File: src/rtl/vga_timing_monitor.sv
// -----------------------------------------------------------------------------
// vga_timing_monitor
//
// Receive-side companion of an XVGA-style timing generator. Samples hsync,
// vsync and blank in the pixel-clock domain, rebuilds the pixel coordinates,
// measures line/frame geometry, declares lock once the timing has been stable
// for LOCK_FRAMES consecutive clean frames and pulses timing_err when the
// timing changes while locked.
//
// Ports
//   vclock       in   pixel clock, sole clock
//   reset_n      in   asynchronous active-low reset
//   hsync        in   horizontal sync, active low
//   vsync        in   vertical sync, active low
//   blank        in   1 = blanking, 0 = active pixel
//   pixel_valid  out  registered ~blank
//   x            out  pixel index within the active line
//   y            out  active-line index within the frame
//   htotal       out  cycles between consecutive hsync falling edges
//   hactive      out  unblanked cycles in the last line that had any
//   hsync_width  out  cycles hsync was low in the last pulse
//   vtotal       out  hsync falling edges between consecutive vsync falls
//   vactive      out  lines with at least one active cycle in last frame
//   locked       out  timing stable
//   timing_err   out  one-cycle pulse on a mismatch while locked
// -----------------------------------------------------------------------------
module vga_timing_monitor #(
    parameter int HBITS       = 11,
    parameter int VBITS       = 10,
    parameter int LOCK_FRAMES = 2
) (
    input  logic             vclock,
    input  logic             reset_n,
    input  logic             hsync,
    input  logic             vsync,
    input  logic             blank,
    output logic             pixel_valid,
    output logic [HBITS-1:0] x,
    output logic [VBITS-1:0] y,
    output logic [HBITS-1:0] htotal,
    output logic [HBITS-1:0] hactive,
    output logic [HBITS-1:0] hsync_width,
    output logic [VBITS-1:0] vtotal,
    output logic [VBITS-1:0] vactive,
    output logic             locked,
    output logic             timing_err
);

    localparam logic [HBITS-1:0] H_ZERO = {HBITS{1'b0}};
    localparam logic [HBITS-1:0] H_ONE  = {{(HBITS-1){1'b0}}, 1'b1};
    localparam logic [HBITS-1:0] H_MAX  = {HBITS{1'b1}};
    localparam logic [VBITS-1:0] V_ZERO = {VBITS{1'b0}};
    localparam logic [VBITS-1:0] V_ONE  = {{(VBITS-1){1'b0}}, 1'b1};
    localparam logic [VBITS-1:0] V_MAX  = {VBITS{1'b1}};
    localparam logic [3:0]       LOCK_TARGET = 4'(LOCK_FRAMES);

    // Saturating increment for horizontal-width quantities.
    function automatic logic [HBITS-1:0] h_sat_inc(input logic [HBITS-1:0] v);
        logic [HBITS-1:0] r;
        if (v == H_MAX) begin
            r = v;
        end else begin
            r = v + H_ONE;
        end
        return r;
    endfunction

    // Saturating increment for vertical-width quantities.
    function automatic logic [VBITS-1:0] v_sat_inc(input logic [VBITS-1:0] v);
        logic [VBITS-1:0] r;
        if (v == V_MAX) begin
            r = v;
        end else begin
            r = v + V_ONE;
        end
        return r;
    endfunction

    // Previous-cycle samples of the raw inputs (reset to 1: no edge on release)
    logic hsync_prev_q, vsync_prev_q, blank_prev_q;

    // Internal counters
    logic [HBITS-1:0] hcnt_q,  hcnt_d;
    logic [HBITS-1:0] swcnt_q, swcnt_d;
    logic [HBITS-1:0] acnt_q,  acnt_d;
    logic [VBITS-1:0] vcnt_q,  vcnt_d;
    logic [HBITS-1:0] xc_q,    xc_d;
    logic [VBITS-1:0] yc_q,    yc_d;
    logic [3:0]       lockcnt_q, lockcnt_d;
    logic             frame_dirty_q, frame_dirty_d;

    // Registered outputs
    logic             pixel_valid_q, pixel_valid_d;
    logic [HBITS-1:0] x_q, x_d;
    logic [VBITS-1:0] y_q, y_d;
    logic [HBITS-1:0] htotal_q, htotal_d;
    logic [HBITS-1:0] hactive_q, hactive_d;
    logic [HBITS-1:0] hsync_width_q, hsync_width_d;
    logic [VBITS-1:0] vtotal_q, vtotal_d;
    logic [VBITS-1:0] vactive_q, vactive_d;
    logic             locked_q, locked_d;
    logic             timing_err_q, timing_err_d;

    // Edge strobes and mismatch flags
    logic             hfall_s, hrise_s, vfall_s, arun_end_s;
    logic [HBITS-1:0] htotal_new_s;
    logic [VBITS-1:0] vtotal_new_s;
    logic             line_mis_s, frame_mis_s, any_mis_s, frame_clean_s;

    // Edge detection on raw inputs against last cycle's samples.
    always_comb begin
        hfall_s    = hsync_prev_q & ~hsync;
        hrise_s    = ~hsync_prev_q & hsync;
        vfall_s    = vsync_prev_q & ~vsync;
        arun_end_s = ~blank_prev_q & blank;
    end

    // Horizontal measurements: line period, sync width, active run length.
    always_comb begin
        htotal_new_s  = h_sat_inc(hcnt_q);
        hcnt_d        = hcnt_q;
        swcnt_d       = swcnt_q;
        acnt_d        = acnt_q;
        htotal_d      = htotal_q;
        hactive_d     = hactive_q;
        hsync_width_d = hsync_width_q;
        line_mis_s    = 1'b0;

        if (hfall_s) begin
            hcnt_d     = H_ZERO;
            htotal_d   = htotal_new_s;
            line_mis_s = (htotal_new_s != htotal_q);
        end else begin
            hcnt_d     = h_sat_inc(hcnt_q);
            // Flag only the step onto the saturation value, so a stuck
            // hsync reports once rather than every cycle.
            line_mis_s = (hcnt_q == (H_MAX - H_ONE));
        end

        if (hrise_s) begin
            hsync_width_d = swcnt_q;
            swcnt_d       = H_ZERO;
        end else if (!hsync) begin
            swcnt_d = h_sat_inc(swcnt_q);
        end else begin
            swcnt_d = swcnt_q;
        end

        // Lines that were fully blanked leave the last hactive untouched.
        if (hfall_s) begin
            if (acnt_q != H_ZERO) begin
                hactive_d = acnt_q;
            end else begin
                hactive_d = hactive_q;
            end
            acnt_d = blank ? H_ZERO : H_ONE;
        end else if (!blank) begin
            acnt_d = h_sat_inc(acnt_q);
        end else begin
            acnt_d = acnt_q;
        end
    end

    // Vertical measurements: lines per frame and active lines per frame.
    always_comb begin
        // An hfall coinciding with vfall belongs to the frame that is closing.
        if (hfall_s) begin
            vtotal_new_s = v_sat_inc(vcnt_q);
        end else begin
            vtotal_new_s = vcnt_q;
        end
        vcnt_d      = vcnt_q;
        vtotal_d    = vtotal_q;
        vactive_d   = vactive_q;
        frame_mis_s = 1'b0;

        if (vfall_s) begin
            vcnt_d      = V_ZERO;
            vtotal_d    = vtotal_new_s;
            frame_mis_s = (vtotal_new_s != vtotal_q);
            if (arun_end_s) begin
                vactive_d = v_sat_inc(yc_q);
            end else begin
                vactive_d = yc_q;
            end
        end else if (hfall_s) begin
            vcnt_d      = v_sat_inc(vcnt_q);
            frame_mis_s = (vcnt_q == (V_MAX - V_ONE));
        end else begin
            vcnt_d = vcnt_q;
        end
    end

    // Coordinate recovery: x counts active cycles, y counts ended active runs.
    always_comb begin
        pixel_valid_d = ~blank;
        y_d           = yc_q;
        if (blank) begin
            xc_d = H_ZERO;
            x_d  = H_ZERO;
        end else begin
            xc_d = h_sat_inc(xc_q);
            x_d  = xc_q;
        end

        // Frame start clears the line index even if a run ends that cycle.
        if (vfall_s) begin
            yc_d = V_ZERO;
        end else if (arun_end_s) begin
            yc_d = v_sat_inc(yc_q);
        end else begin
            yc_d = yc_q;
        end
    end

    // Lock qualification and error reporting.
    always_comb begin
        any_mis_s     = line_mis_s | frame_mis_s;
        frame_clean_s = ~frame_dirty_q & ~any_mis_s;
        timing_err_d  = any_mis_s & locked_q;
        lockcnt_d     = lockcnt_q;
        frame_dirty_d = frame_dirty_q;

        if (vfall_s) begin
            frame_dirty_d = 1'b0;
            if (!frame_clean_s) begin
                lockcnt_d = 4'd0;
            end else if (lockcnt_q == LOCK_TARGET) begin
                lockcnt_d = lockcnt_q;
            end else begin
                lockcnt_d = lockcnt_q + 4'd1;
            end
        end else if (any_mis_s) begin
            frame_dirty_d = 1'b1;
            // Losing lock restarts qualification immediately.
            if (locked_q) begin
                lockcnt_d = 4'd0;
            end else begin
                lockcnt_d = lockcnt_q;
            end
        end else begin
            lockcnt_d = lockcnt_q;
        end

        locked_d = (lockcnt_d == LOCK_TARGET);
    end

    // State and output registers.
    always_ff @(posedge vclock or negedge reset_n) begin
        if (!reset_n) begin
            hsync_prev_q  <= 1'b1;
            vsync_prev_q  <= 1'b1;
            blank_prev_q  <= 1'b1;
            hcnt_q        <= H_ZERO;
            swcnt_q       <= H_ZERO;
            acnt_q        <= H_ZERO;
            vcnt_q        <= V_ZERO;
            xc_q          <= H_ZERO;
            yc_q          <= V_ZERO;
            lockcnt_q     <= 4'd0;
            frame_dirty_q <= 1'b0;
            pixel_valid_q <= 1'b0;
            x_q           <= H_ZERO;
            y_q           <= V_ZERO;
            htotal_q      <= H_ZERO;
            hactive_q     <= H_ZERO;
            hsync_width_q <= H_ZERO;
            vtotal_q      <= V_ZERO;
            vactive_q     <= V_ZERO;
            locked_q      <= 1'b0;
            timing_err_q  <= 1'b0;
        end else begin
            hsync_prev_q  <= hsync;
            vsync_prev_q  <= vsync;
            blank_prev_q  <= blank;
            hcnt_q        <= hcnt_d;
            swcnt_q       <= swcnt_d;
            acnt_q        <= acnt_d;
            vcnt_q        <= vcnt_d;
            xc_q          <= xc_d;
            yc_q          <= yc_d;
            lockcnt_q     <= lockcnt_d;
            frame_dirty_q <= frame_dirty_d;
            pixel_valid_q <= pixel_valid_d;
            x_q           <= x_d;
            y_q           <= y_d;
            htotal_q      <= htotal_d;
            hactive_q     <= hactive_d;
            hsync_width_q <= hsync_width_d;
            vtotal_q      <= vtotal_d;
            vactive_q     <= vactive_d;
            locked_q      <= locked_d;
            timing_err_q  <= timing_err_d;
        end
    end

    assign pixel_valid = pixel_valid_q;
    assign x           = x_q;
    assign y           = y_q;
    assign htotal      = htotal_q;
    assign hactive     = hactive_q;
    assign hsync_width = hsync_width_q;
    assign vtotal      = vtotal_q;
    assign vactive     = vactive_q;
    assign locked      = locked_q;
    assign timing_err  = timing_err_q;

endmodule

File: config.mk
export PLATFORM = sky130hd
export DESIGN_NAME = vga_timing_monitor
export DESIGN_NICKNAME = d
export VERILOG_FILES = /design/src/rtl/vga_timing_monitor.sv
export SDC_FILE = /design/constraint.sdc
export NUM_CORES = 1
export LEC_CHECK = 0
export BUFFER_PORTS_ARGS = -buffer_cell sky130_fd_sc_hd__buf_2
export CAP_MARGIN = 30
export CORE_ASPECT_RATIO = 0.8
export CORE_MARGIN = 10
export CORE_UTILIZATION = 40
export CTS_CLUSTER_SIZE = 12
export DETAILED_ROUTE_END_ITERATION = 10
export PLACE_DENSITY_LB_ADDON = 0.05
export SLEW_MARGIN = 15
export SYNTH_ARGS = -nofsm -noshare
export SYNTH_HDL_FRONTEND = slang
export SYNTH_SLANG_ARGS = --single-unit
File: constraint.sdc
create_clock -name vclock -period 2.9 [get_ports vclock]
set_input_delay 0.435 -clock vclock [delete_from_list [all_inputs] [get_ports vclock]]
set_output_delay 0.435 -clock vclock [all_outputs]
set_load 0.1 [all_outputs]
==> key figures, run 1 <==
Status
  • Status: completed

Routing
  • # DRC: 0
  • Met1 Wirelength: 9.16 mm
  • WL met3: 820 µm
  • Drt total wl: 18.6 mm
  • Via-per-instance ratio: 5.28
  • Initial DRC Count: 472
  • Metal2 WL: 8.51 mm
  • Vias post-DR: 5873
  • Mean routed wirelength per cell: 16.8 µm
  • Top layer in use: met4
  • 1st-pass router iterations: 5
  • Routed Antenna Nets: 0

Job
  • MaxCap Viol Count: 0

Placed design
  • Dpl cells: 1080
  • Buffers added on ports: 81
  • Routability congestion estimate: 0.956
  • Pre-CTS setup slack: -0.00993 ns
  • Post-DP Area: 8290 µm²
  • Post-DP HPWL: 13.6 mm

Timing
  • RSZ-0062 raised after global routing: false
  • Hold Vio Cnt, Final: 0
  • Fmax: 359 MHz
  • Tcrit/Tclk final: 96.0%
  • Tightest Pin Transition: 0.709 ns
  • Setup ws final: 0.116 ns
  • Max-slew violation count: 0
  • Slew headroom: 52.5%
  • Hold slack: 0.0103 ns
  • Clock Skews: 0.00822 ns
  • Final setup violation count: 0
  • Final Critical Period: 2.78 ns
  • Sum of negative setup slack: 0 ns

Power and ir drop
  • Combinational share of power: 27.3%
  • Power Internal: 3.98 mW
  • Switching Share: 37.7%
  • IR drop worst, VDD: 512 µV
  • Reg power frac: 38.6%
  • Clock power share: 34.1%
  • Power per cell area: 716 nW/µm²
  • Leak Pwr: 4.28 nW
  • Net switching power: 2.41 mW

Setup path
  • Slowest stage cell, crit path: or4_4
  • Cell depth of the worst flop-to-flop path: 10
  • Worst Path Required: 3.24 ns
  • Slowest stage delay, CP: 0.55 ns
  • Crit-path cells: ha_1 -> and2_2 -> and4_2 -> o21ai_1 -> o2111ai_1 -> or4_4 -> o31ai_4 -> buf_6 -> nand3b_1 -> a21oi_1
  • Setup CP Type: flop to flop
  • CP Data Arrival Time: 3.12 ns
  • Crit Path Max Fanout: 8
  • Startpoint types: flop
  • Reg2Reg Launch Point: hcnt_q[0]$_DFF_PN0_
  • Crit path capture type: flop
  • RR Endpoint: lockcnt_q[0]$_DFF_PN0_
  • Reg-to-reg setup timing slack: 0.12 ns

Cells and area
  • Layout Nets: 885
  • Fraction of layout cells with a size suffix above 1: 24.5%
  • Area of the multi-input gates: 3420 µm²
  • Area grow syn2layout: 20.3%
  • N_diodes: 0
  • Post-route cell area: 8920 µm²
  • Non-filler instance count after layout: 1112
  • Register Area: 3730 µm²
  • Filler cell count: 1757

Logic synthesis
  • Number of synthesized register bits: 149
  • EDFF count, synth: 0
  • Async SR Flop Fraction: 100%
  • Synth Instances: 759
  • Post-Syn Area: 7410 µm²
  • Syn Area/Cell: 9.77 µm²
  • Yosys warnings: 0
  • Register area share after synthesis: 50.3%
  • Primary FF master, synth: dfrtp_1
  • Unique masters post-synth: 79
  • Net count after synthesis: 775

CTS
  • Root buffer cell: clkbuf_16
  • Post-CTS Setup Bufs: 0
  • CTS tree: done
  • H-tree levels: 4
  • Bufs on Longest Clock Path: 2
  • Clock Pin Slew Worst Setup and Hold Paths: 0.06 ns
  • Clock buffer count from CTS: 17
  • Clk_lat worst skew: 0.42 ns
  • Clk sinks: 149

Floorplan
  • Starting Density: 40.8%
  • I/O Pins: 82
  • Core Region: 18200 µm²
  • Die width: 172 µm
  • Die ar.: 24400 µm²
  • Row count: 44
  • Die height: 142 µm

Global route
  • Largest net degree at the start of global routing: 64
  • Initial antenna violation count: 0
  • GR Util All Layers: 15.7%
  • First-pass GRT wire length: 30.6 mm
  • Grt total ovfl: 0
  • Vias in the first global route: 5712

Worst hold path
  • Hold crit path type: primary input to asynchronous set/reset pin
-- Yosys cell counts (3+ instances only) --
master,number,area (µm²)
dfrtp_1,146,3650
nand2_1,109,409
nor2_1,73,274
o21ai_0,54,270
nand3_1,34,170
a21oi_1,23,115
inv_1,23,86.3
clkbuf_1,22,82.6
xor2_1,22,193
xnor2_1,20,175
nand4_1,17,106
mux2_2,13,146
nor2b_1,13,81.3
nand2b_1,12,75.1
ha_1,11,138
and3_1,10,62.6
mux2i_1,10,100
a31oi_1,8,50.1
and2_1,7,43.8
and4_1,7,61.3
or3_1,7,43.8
buf_6,6,67.6
nor3_1,6,30.0
nor4_1,6,37.5
a211oi_1,5,37.5
buf_2,5,25.0
o31ai_1,5,37.5
a221oi_1,4,35.0
a311oi_1,4,35.0
and3_2,4,30.0
buf_4,4,30.0
a21o_1,3,22.5
dfstp_2,3,78.8
o211ai_1,3,22.5
o21ai_1,3,15.0
o22ai_1,3,18.8
-- metrics by stage --
| stage | power [mW] | util [%] |
|---|---|---|
| final | 6.39 | 49.1 |
| after global routing | 6.72 | 49.1 |
| after CTS | 6.47 | 48.9 |
| after detailed placement | 4.24 | 45.6 |
| after global placement | 4.24 | 45.6 |
| after floorplan | 3.82 | - |
-- power by group through the flow --
stage / logic, mW / clock network (mW) / registers, mW
4_1_cts: 1.75 / 2.26 / 2.47
2_1_floorplan: 0.667 / 0 / 3.15
5_1_grt: 1.87 / 2.35 / 2.50
3_5_place_dp: 1.74 / 0 / 2.50
3_3_place_gp: 1.75 / 0 / 2.50
6_report: 1.74 / 2.18 / 2.47
-- registers in the layout, indices dropped and copies added (netlist names) --
register,count
hsync_width,11
xc_q,11
y,10
vsync_prev_q,1
swcnt_q,11
hactive,11
vtotal,10
lockcnt_q,4
vcnt_q,10
hcnt_q,11
y_d,10
locked,1
blank_prev_q,1
htotal,11
timing_err,1
vactive,10
pixel_valid,1
frame_dirty_q,1
hsync_prev_q,1
x,11
acnt_q,11
-- how the worst max path moves through the flow --
stage	start	to	depth (start not counted)	slack (ns)
floorplan	vtotal[9]$_DFFE_PN0P_	locked$_DFF_PN0_	7	0.03
global placement	hcnt_q[0]$_DFF_PN0_	lockcnt_q[0]$_DFF_PN0_	10	0.009
detailed placement	hcnt_q[0]$_DFF_PN0_	lockcnt_q[0]$_DFF_PN0_	10	-0.01
CTS	hcnt_q[0]$_DFF_PN0_	locked$_DFF_PN0_	10	0.02
global route	hcnt_q[0]$_DFF_PN0_	locked$_DFF_PN0_	10	0.001
finish	hcnt_q[0]$_DFF_PN0_	lockcnt_q[0]$_DFF_PN0_	10	0.12
-- layout by cell type, fill, tap and decap left out, types with 4 or more instances in the layout --
master     netlist  final
and2_1           7      6
a31oi_1          8      8
inv_6            0      4
xor2_1          22     22
nor3_1           6      6
a311oi_1         4      4
a211oi_1         5      5
and4_1           7      6
and3_2           4      5
nand4_1         17     17
buf_2            5     80
mux2_2          13     13
clkbuf_16        0     17
clkinv_4         0      4
ha_1            11     10
nor2_1          73     73
buf_4            4     47
mux2i_1         10     10
inv_1           23     23
o21ai_0         54     53
nor2b_1         13     12
nor4_1           6      6
or3_1            7      7
nand2b_1        12     12
dfrtp_1        146    144
a21oi_1         23     23
xnor2_1         20     20
o31ai_1          5      4
o21ai_1          3      4
and3_1          10      9
nand3_1         34     34
nand2_1        109    109
-- timing repair --
action,CTS,global route
hold buffers,0,0
endpoints found under the setup margin,2,6
resized for setup,1,11
pin swaps,0,6
-- metal layers --
metal / up-vias / global-route usage (%)
met5: - / 0
met4: 0 / 4.17
met3: 14 / 4.27
met2: 106 / 23.6
met1: 2872 / 21.8
li1: 2881 / -
-- worst max-delay path: cells and delay by family (launching register included) --
kind / cells / cell delay, ns
buffers and inverters: 1 / 0.18
AOI/OAI and AO/OA: 4 / 0.77
adders and majority gates: 1 / 0.20
DFF: 1 / 0.38
and+or+nand+nor: 4 / 1.18
-- kinds of logic after synthesis --
family / count (synthesis) / synth area share (%)
multiplexers: 23 / 3.32
flip-flops: 149 / 50.3
buffers and inverters: 62 / 4.03
adder cells (fa/ha/maj): 11 / 1.86
AND/OR/NAND/NOR: 327 / 22.2
XOR/XNOR: 44 / 5.54
AO/OA/AOI/OAI: 143 / 12.7
-- layout make-up --
type | instances | area share (%)
Sequential cell | 149 | 41.9
Multi-Input combinational cell | 548 | 38.4
Timing Repair Buffer | 130 | 8.92
Clock buffer | 19 | 5.08
Tap cell | 230 | 3.23
Clock inverter | 13 | 1.57
Inverter | 23 | 0.968
No activity file was read; power rests on OpenSTA's default activity.
==> inputs of run 2 (changes only) <==
- clock period: 2.9 -> 2.4 ns (I/O delays scaled with it)
==> run 2 against run 1 <==
Via count increased by 6.7%. Utilization rose by 5.0 points. Largest cell class unchanged. Die area unchanged. Clock-buffer cell count stayed put. The run now ends with negative setup slack left. Final area up 10%.
==> key figures, run 2 (same netlist as run 1, synthesis figures left out) <==
Cells and area
  • Filler cell count: 1670 (-5.0%)
  • Area grow syn2layout: 32.7%
  • N_diodes: 0 (unchanged)
  • Fraction of layout cells with a size suffix above 1: 35.5% (+11 points)
  • Most frequent cells in the layout: 138 x dfrtp_1, 128 x buf_4, 106 x nand2_1
  • Layout Nets: 976 (+10%)
  • Commonest non-fill, non-tap cell in the layout: dfrtp_1

CTS
  • Bufs on Longest Clock Path: 2 (unchanged)
  • Clk sinks: 149 (unchanged)
  • Clock Pin Slew Worst Setup and Hold Paths: 0.07 ns (about the same)
  • H-tree levels: 4 (unchanged)
  • Root buffer cell: clkbuf_16
  • Clock buffer count from CTS: 17 (unchanged)
  • Clk_lat worst skew: 0.42 ns (about the same)
  • CTS tree: done

Routing
  • Initial DRC Count: 389 (-18%)
  • Routed Antenna Nets: 0 (unchanged)
  • Vias post-DR: 6269 (+6.7%)
  • Via-per-instance ratio: 5.21 (-1.3%)
  • Mean routed wirelength per cell: 16.6 µm (-1.2%)
  • Drt total wl: 19.9 mm (+6.8%)
  • 1st-pass router iterations: 7 (+2)
  • # DRC: 0 (unchanged)

Timing
  • Fmax: 367 MHz (+2.1%)
  • Tightest Pin Transition: 0.509 ns (-0.201 ns)
  • Tcrit/Tclk final: 114% (+18 points)
  • Setup ws final: -0.328 ns (-0.444 ns)
  • Final setup violation count: 7 (+7)
  • Hold Vio Cnt, Final: 0 (unchanged)
  • Sum of negative setup slack: -1.80 ns (-1.80 ns)
  • Final Critical Period: 2.73 ns (-0.0562 ns)
  • RSZ-0062 raised after global routing: true
  • Clock Skews: 0.00989 ns (+0.00167 ns)
  • Max-slew violation count: 0 (unchanged)
  • Slew headroom: 65.8% (+13 points)

Global route
  • Initial antenna violation count: 0 (unchanged)
  • Grt total ovfl: 0 (unchanged)
  • GR Util All Layers: 16.8% (+1.0 points)
  • First-pass GRT wire length: 33.0 mm (+7.7%)
  • Largest net degree at the start of global routing: 64 (unchanged)
  • Vias in the first global route: 6319 (+11%)

Job
  • MaxCap Viol Count: 0 (unchanged)

Setup path
  • Setup CP Type: flop to flop
  • Slowest stage cell, crit path: dfstp_2
  • Crit-path cells: buf_6 -> nand4b_2 -> or4_4 -> a211oi_2 -> a211oi_2 -> or4_4 -> nor3_4 -> a311oi_1 -> a2bb2oi_2
  • Crit path capture type: flop
  • CP Data Arrival Time: 3.04 ns (-0.08 ns)
  • Crit Path Max Fanout: 6 (-2)
  • CP Buf/Inv Count: 1 (unchanged)
  • Worst Path Required: 2.71 ns (-0.53 ns)
  • Delay-heaviest family, CP: simple AND/OR/NAND/NOR gates
  • Startpoint types: flop
  • Slowest stage delay, CP: 0.60 ns (+0.05 ns)

Power and ir drop
  • Power per cell area: 809 nW/µm² (+13%)
  • Design Power: 7.95 mW (+24%)
  • Leak Pwr: 4.75 nW (+11%)
  • IR drop worst, VDD: 516 µV (+0.82%)

Floorplan
  • I/O Pins: 82 (unchanged)
  • Row count: 44 (unchanged)
  • Core Region: 18200 µm² (unchanged)
  • Die width: 172 µm (unchanged)
  • Starting Density: 40.8% (unchanged)
  • Die height: 142 µm (unchanged)
  • Die ar.: 24400 µm² (unchanged)

Placed design
  • Buffers added on ports: 81 (unchanged)
  • Post-DP HPWL: 14.6 mm (+7.5%)
  • Routability congestion estimate: 0.885 (-7.5%)

Worst hold path
  • Hold crit path type: primary input to flop

Status
  • Status: complete, but fails checks
  • Failing checks: negative setup slack
==> run 2: changes by cell type in the layout (fill, tap and decap cells not counted), moves of 4 or more <==
cell	delta
buf_4	+81
buf_6	+6
dfrtp_1	-6
dfrtp_2	+5
a211oi_1	-4
a211oi_2	+4
nand3_1	-4
nand3_2	+4
==> run 2: per-layer routing <==
| layer | vias up | share of wire, % | GRT usage, % | wire (µm) |
|---|---|---|---|---|
| met4 | 0 | 1.0 | 3.94 | 203 |
| met5 | - | 0 | 0 | 0 |
| met3 | 18 | 4.1 | 4.16 | 822 |
| met2 | 100 | 47 | 26.4 | 9330 |
| li1 | 3062 | - | - | - |
| met1 | 3089 | 48 | 22.6 | 9560 |
==> run 2: final timing paths <==
kind	from	to	slack [ns]	cells past startpoint
setup / recovery	hsync_prev_q$_DFF_PN1_	locked$_DFF_PN0_	-0.33	9
hold / removal	blank	blank_prev_q$_DFF_PN1_	0.12	1
setup reg to reg	hsync_prev_q$_DFF_PN1_	locked$_DFF_PN0_	-0.33	9
hold reg to reg	y_d[1]$_DFF_PN0_	y[1]$_DFF_PN0_	0.42	0
max in group asynchronous	reset_n	blank_prev_q$_DFF_PN1_	1.28	3
min in group asynchronous	reset_n	htotal[6]$_DFFE_PN0N_	0.42	2
==> run 2: through the flow <==
step           instance area [µm²]  utilization (%)  hold slack (ns)  setup slack (ns)  std cells
6_report                      9830             54.1            0.122            -0.328       1203
3_3_place_gp                  8920             49.1            0.298            -0.321       1158
4_1_cts                       9650             53.1            0.103            -0.316       1197
3_5_place_dp                  8920             49.1            0.307            -0.426       1158
5_1_grt                       9830             54.1            0.115            -0.452       1203
2_1_floorplan                 7450                -           0.0644            -0.196        759
==> run 2: worst reg2reg max path, cell delays in order (launching register included) <==
cell       delay (ns)
dfstp_2          0.60
buf_6            0.12
nand4b_2         0.11
or4_4            0.43
a211oi_2         0.21
a211oi_2         0.06
or4_4            0.54
nor3_4           0.21
a311oi_1         0.15
a2bb2oi_2        0.18
==> run 2: layout make-up <==
type                    instances  area (µm²)  share of cell area (%)
clock buffers                  19         443                    4.50
clock inverters                13         111                    1.13
well taps                     230         288                    2.93
flip-flops and latches        149        3740                    38.1
inverters                      23        86.3                   0.878
multi-input cells             548        3620                    36.9
repair buffers                221        1540                    15.6
==> run 2: what timing repair did <==
item,CTS,global route
buffers inserted,6,6
gates cloned,0,0
hold buffers,1,0
endpoints found under the setup margin,7,9
pin swaps,8,16
resized for setup,33,28
hold endpoints to repair,35,0
==> run 2: power by group <==
part | switching [mW] | internal (mW) | total [mW]
sequential | 0.215 | 2.74 | 2.96
clock | 1.12 | 1.38 | 2.50
combinational | 1.68 | 0.821 | 2.50
total | 3.01 | 4.94 | 7.95
==> inputs of run 3 (changes only) <==
- CORE_UTILIZATION: 40 -> 37
- CTS_BUF_LIST: unset -> sky130_fd_sc_hd__clkbuf_2
==> run 3 against run 2 <==
The run still ends with negative setup slack left. Clock power is 36% lower. Combinational power shrank 2%. Setup slack worse by 0.13 ns. Worst hold slack got worse by 0.0086 ns. Final area shrank 2.7%. Sequential share of layout area up 1.1 points. Register-to-register slack worse by 0.13 ns.
==> key figures, run 3 (same netlist as run 1, synthesis figures left out) <==
Status
  • Status: complete, but fails checks
  • Failing checks: negative setup slack

Global route
  • Grt total ovfl: 0 (unchanged)
  • Largest net degree at the start of global routing: 58 (-9.4%)
  • GR Util All Layers: 16.4% (-0.35 points)
  • Vias in the first global route: 6501 (+2.9%)
  • First-pass GRT wire length: 34.9 mm (+5.7%)
  • Initial antenna violation count: 1 (+1)

Floorplan
  • Die height: 147 µm (+3.4%)
  • Die ar.: 26100 µm² (+7.0%)
  • Row count: 46 (+4.5%)
  • Core Region: 19700 µm² (+8.7%)
  • Die width: 178 µm (+3.5%)
  • I/O Pins: 82 (unchanged)
  • Starting Density: 37.6% (-3.3 points)

Setup path
  • Setup CP Type: flop to flop
  • Startpoint types: flop
  • Crit Path Max Fanout: 7 (+1)
  • Cell depth of the worst flop-to-flop path: 9 (unchanged)
  • Crit path capture type: flop
  • CP Data Arrival Time: 3.48 ns (+0.44 ns)
  • Worst Path Required: 3.02 ns (+0.31 ns)

Timing
  • Tightest Pin Transition: 0.515 ns (+0.00624 ns)
  • Final Critical Period: 2.86 ns (+0.131 ns)
  • Final setup violation count: 7 (unchanged)
  • RSZ-0062 raised after global routing: true
  • Slew headroom: 65.9% (+0.13 points)
  • Max-slew violation count: 0 (unchanged)
  • Clock Skews: 0.0398 ns (+0.0299 ns)
  • Hold Vio Cnt, Final: 0 (unchanged)
  • Setup ws final: -0.459 ns (-0.131 ns)
  • Hold slack: 0.114 ns (-0.00861 ns)
  • Tcrit/Tclk final: 119% (+5.5 points)
  • Fmax: 350 MHz (-4.6%)

Routing
  • 1st-pass router iterations: 4 (-3)
  • Initial DRC Count: 380 (-2.3%)
  • Vias post-DR: 6224 (-0.72%)
  • Routed Antenna Nets: 0 (unchanged)
  • Drt total wl: 20.8 mm (+4.2%)
  • Mean routed wirelength per cell: 16.7 µm (+1.1%)
  • # DRC: 0 (unchanged)
  • Via-per-instance ratio: 5.02 (-3.7%)

CTS
  • Clk_lat worst skew: 0.72 ns (+0.30 ns)
  • Bufs on Longest Clock Path: 2 (unchanged)
  • H-tree levels: 4 (unchanged)
  • Root buffer cell: clkbuf_2
  • Clk sinks: 149 (unchanged)
  • Clock Pin Slew Worst Setup and Hold Paths: 0.26 ns (+0.19 ns)
  • Clock buffer count from CTS: 17 (unchanged)
  • CTS tree: done

Power and ir drop
  • Leak Pwr: 4.64 nW (-2.1%)
  • Power per cell area: 733 nW/µm² (-9.3%)
  • Design Power: 7.02 mW (-12%)
  • IR drop worst, VDD: 705 µV (+37%)

Cells and area
  • Commonest non-fill, non-tap cell in the layout: dfrtp_1
  • Area grow syn2layout: 29.1%
  • Layout Nets: 978 (+0.20%)
  • Most frequent cells in the layout: 135 x dfrtp_1, 129 x buf_4, 109 x nand2_1
  • Fraction of layout cells with a size suffix above 1: 34.9% (-0.59 points)
  • Util after Layout: 48.5% (-5.6 points)

Job
  • MaxCap Viol Count: 0 (unchanged)

Worst hold path
  • Hold crit path type: primary input to asynchronous set/reset pin

Placed design
  • Pre-CTS setup slack: -0.419 ns (+0.00712 ns)
  • Routability congestion estimate: 0.897 (+1.4%)
  • Buffers added on ports: 81 (unchanged)
  • Post-DP HPWL: 15.1 mm (+3.7%)
-- run 3: changes by cell type in the layout (fill, tap and decap cells not counted), sizes merged --
cell and change:
buf -1, dlygate4sd3 +3, bufinv +2, inv +2, clkinvlp -2, clkbuf -2
diode +1
-- run 3: where the power goes --
group	total (mW)	switching [mW]	internal, mW
clock	1.59	1.06	0.531
combinational	2.45	1.66	0.788
sequential	2.98	0.235	2.74
total	7.02	2.96	4.06
-- run 3: path summary, 6_finish.rpt --
path	slack (ns)	endpoint	from
max in group asynchronous	1.52	hsync_prev_q$_DFF_PN1_	reset_n
worst min-delay path	0.11	htotal[4]$_DFFE_PN0N_	reset_n
worst max-delay path	-0.46	locked$_DFF_PN0_	hcnt_q[1]$_DFF_PN0_
min in group vclock	0.24	htotal[2]$_DFFE_PN0N_	hsync
worst max register to register	-0.46	locked$_DFF_PN0_	hcnt_q[1]$_DFF_PN0_
worst min register to register	0.46	y[7]$_DFF_PN0_	y_d[7]$_DFF_PN0_
-- run 3: metal layers --
| metal | vias to the layer above | routed length, µm | GRT usage, % |
|---|---|---|---|
| met1 | 3049 | 10300 | 22.5 |
| met2 | 101 | 9580 | 26.0 |
| met5 | - | 0 | 0 |
| met3 | 12 | 731 | 3.43 |
| li1 | 3062 | - | - |
| met4 | 0 | 187 | 3.71 |
-- run 3: per-stage QoR --
stage / std cells / TNS [ns] / cell area [µm²]
2_1_floorplan: 759 / -0.945 / 7450
3_3_place_gp: 1188 / -1.98 / 8920
3_5_place_dp: 1188 / -2.36 / 8920
4_1_cts: 1232 / -2.06 / 9400
5_1_grt: 1240 / -3.24 / 9570
6_report: 1240 / -2.50 / 9570
-- run 3: repair_timing --
| action | in CTS | in global routing |
|---|---|---|
| resized for setup | 26 | 25 |
| pin swaps | 11 | 8 |
| setup endpoints to repair | 7 | 13 |
| setup buffers | 8 | 8 |
| hold buffers | 4 | 0 |
| hold endpoints to repair | 159 | 0 |
-- run 3: area by class of cell --
class,instances,area (µm²)
antenna,1,2.50
clock buffer,17,85.1
clock inverter,15,184
fill,1875,10200
inverter,23,86.3
multi-input combinational,548,3590
sequential,149,3750
tap,264,330
timing repair buffer,223,1550
-- run 3: worst max-delay path, cell delays in order, from the launching register on --
cell	delay (ns)
dfrtp_1	0.48
ha_4	0.19
and2_4	0.19
a32o_2	0.23
a211oi_2	0.18
o221ai_1	0.17
or4_4	0.55
a211oi_4	0.33
a32oi_1	0.19
a2bb2oi_1	0.24
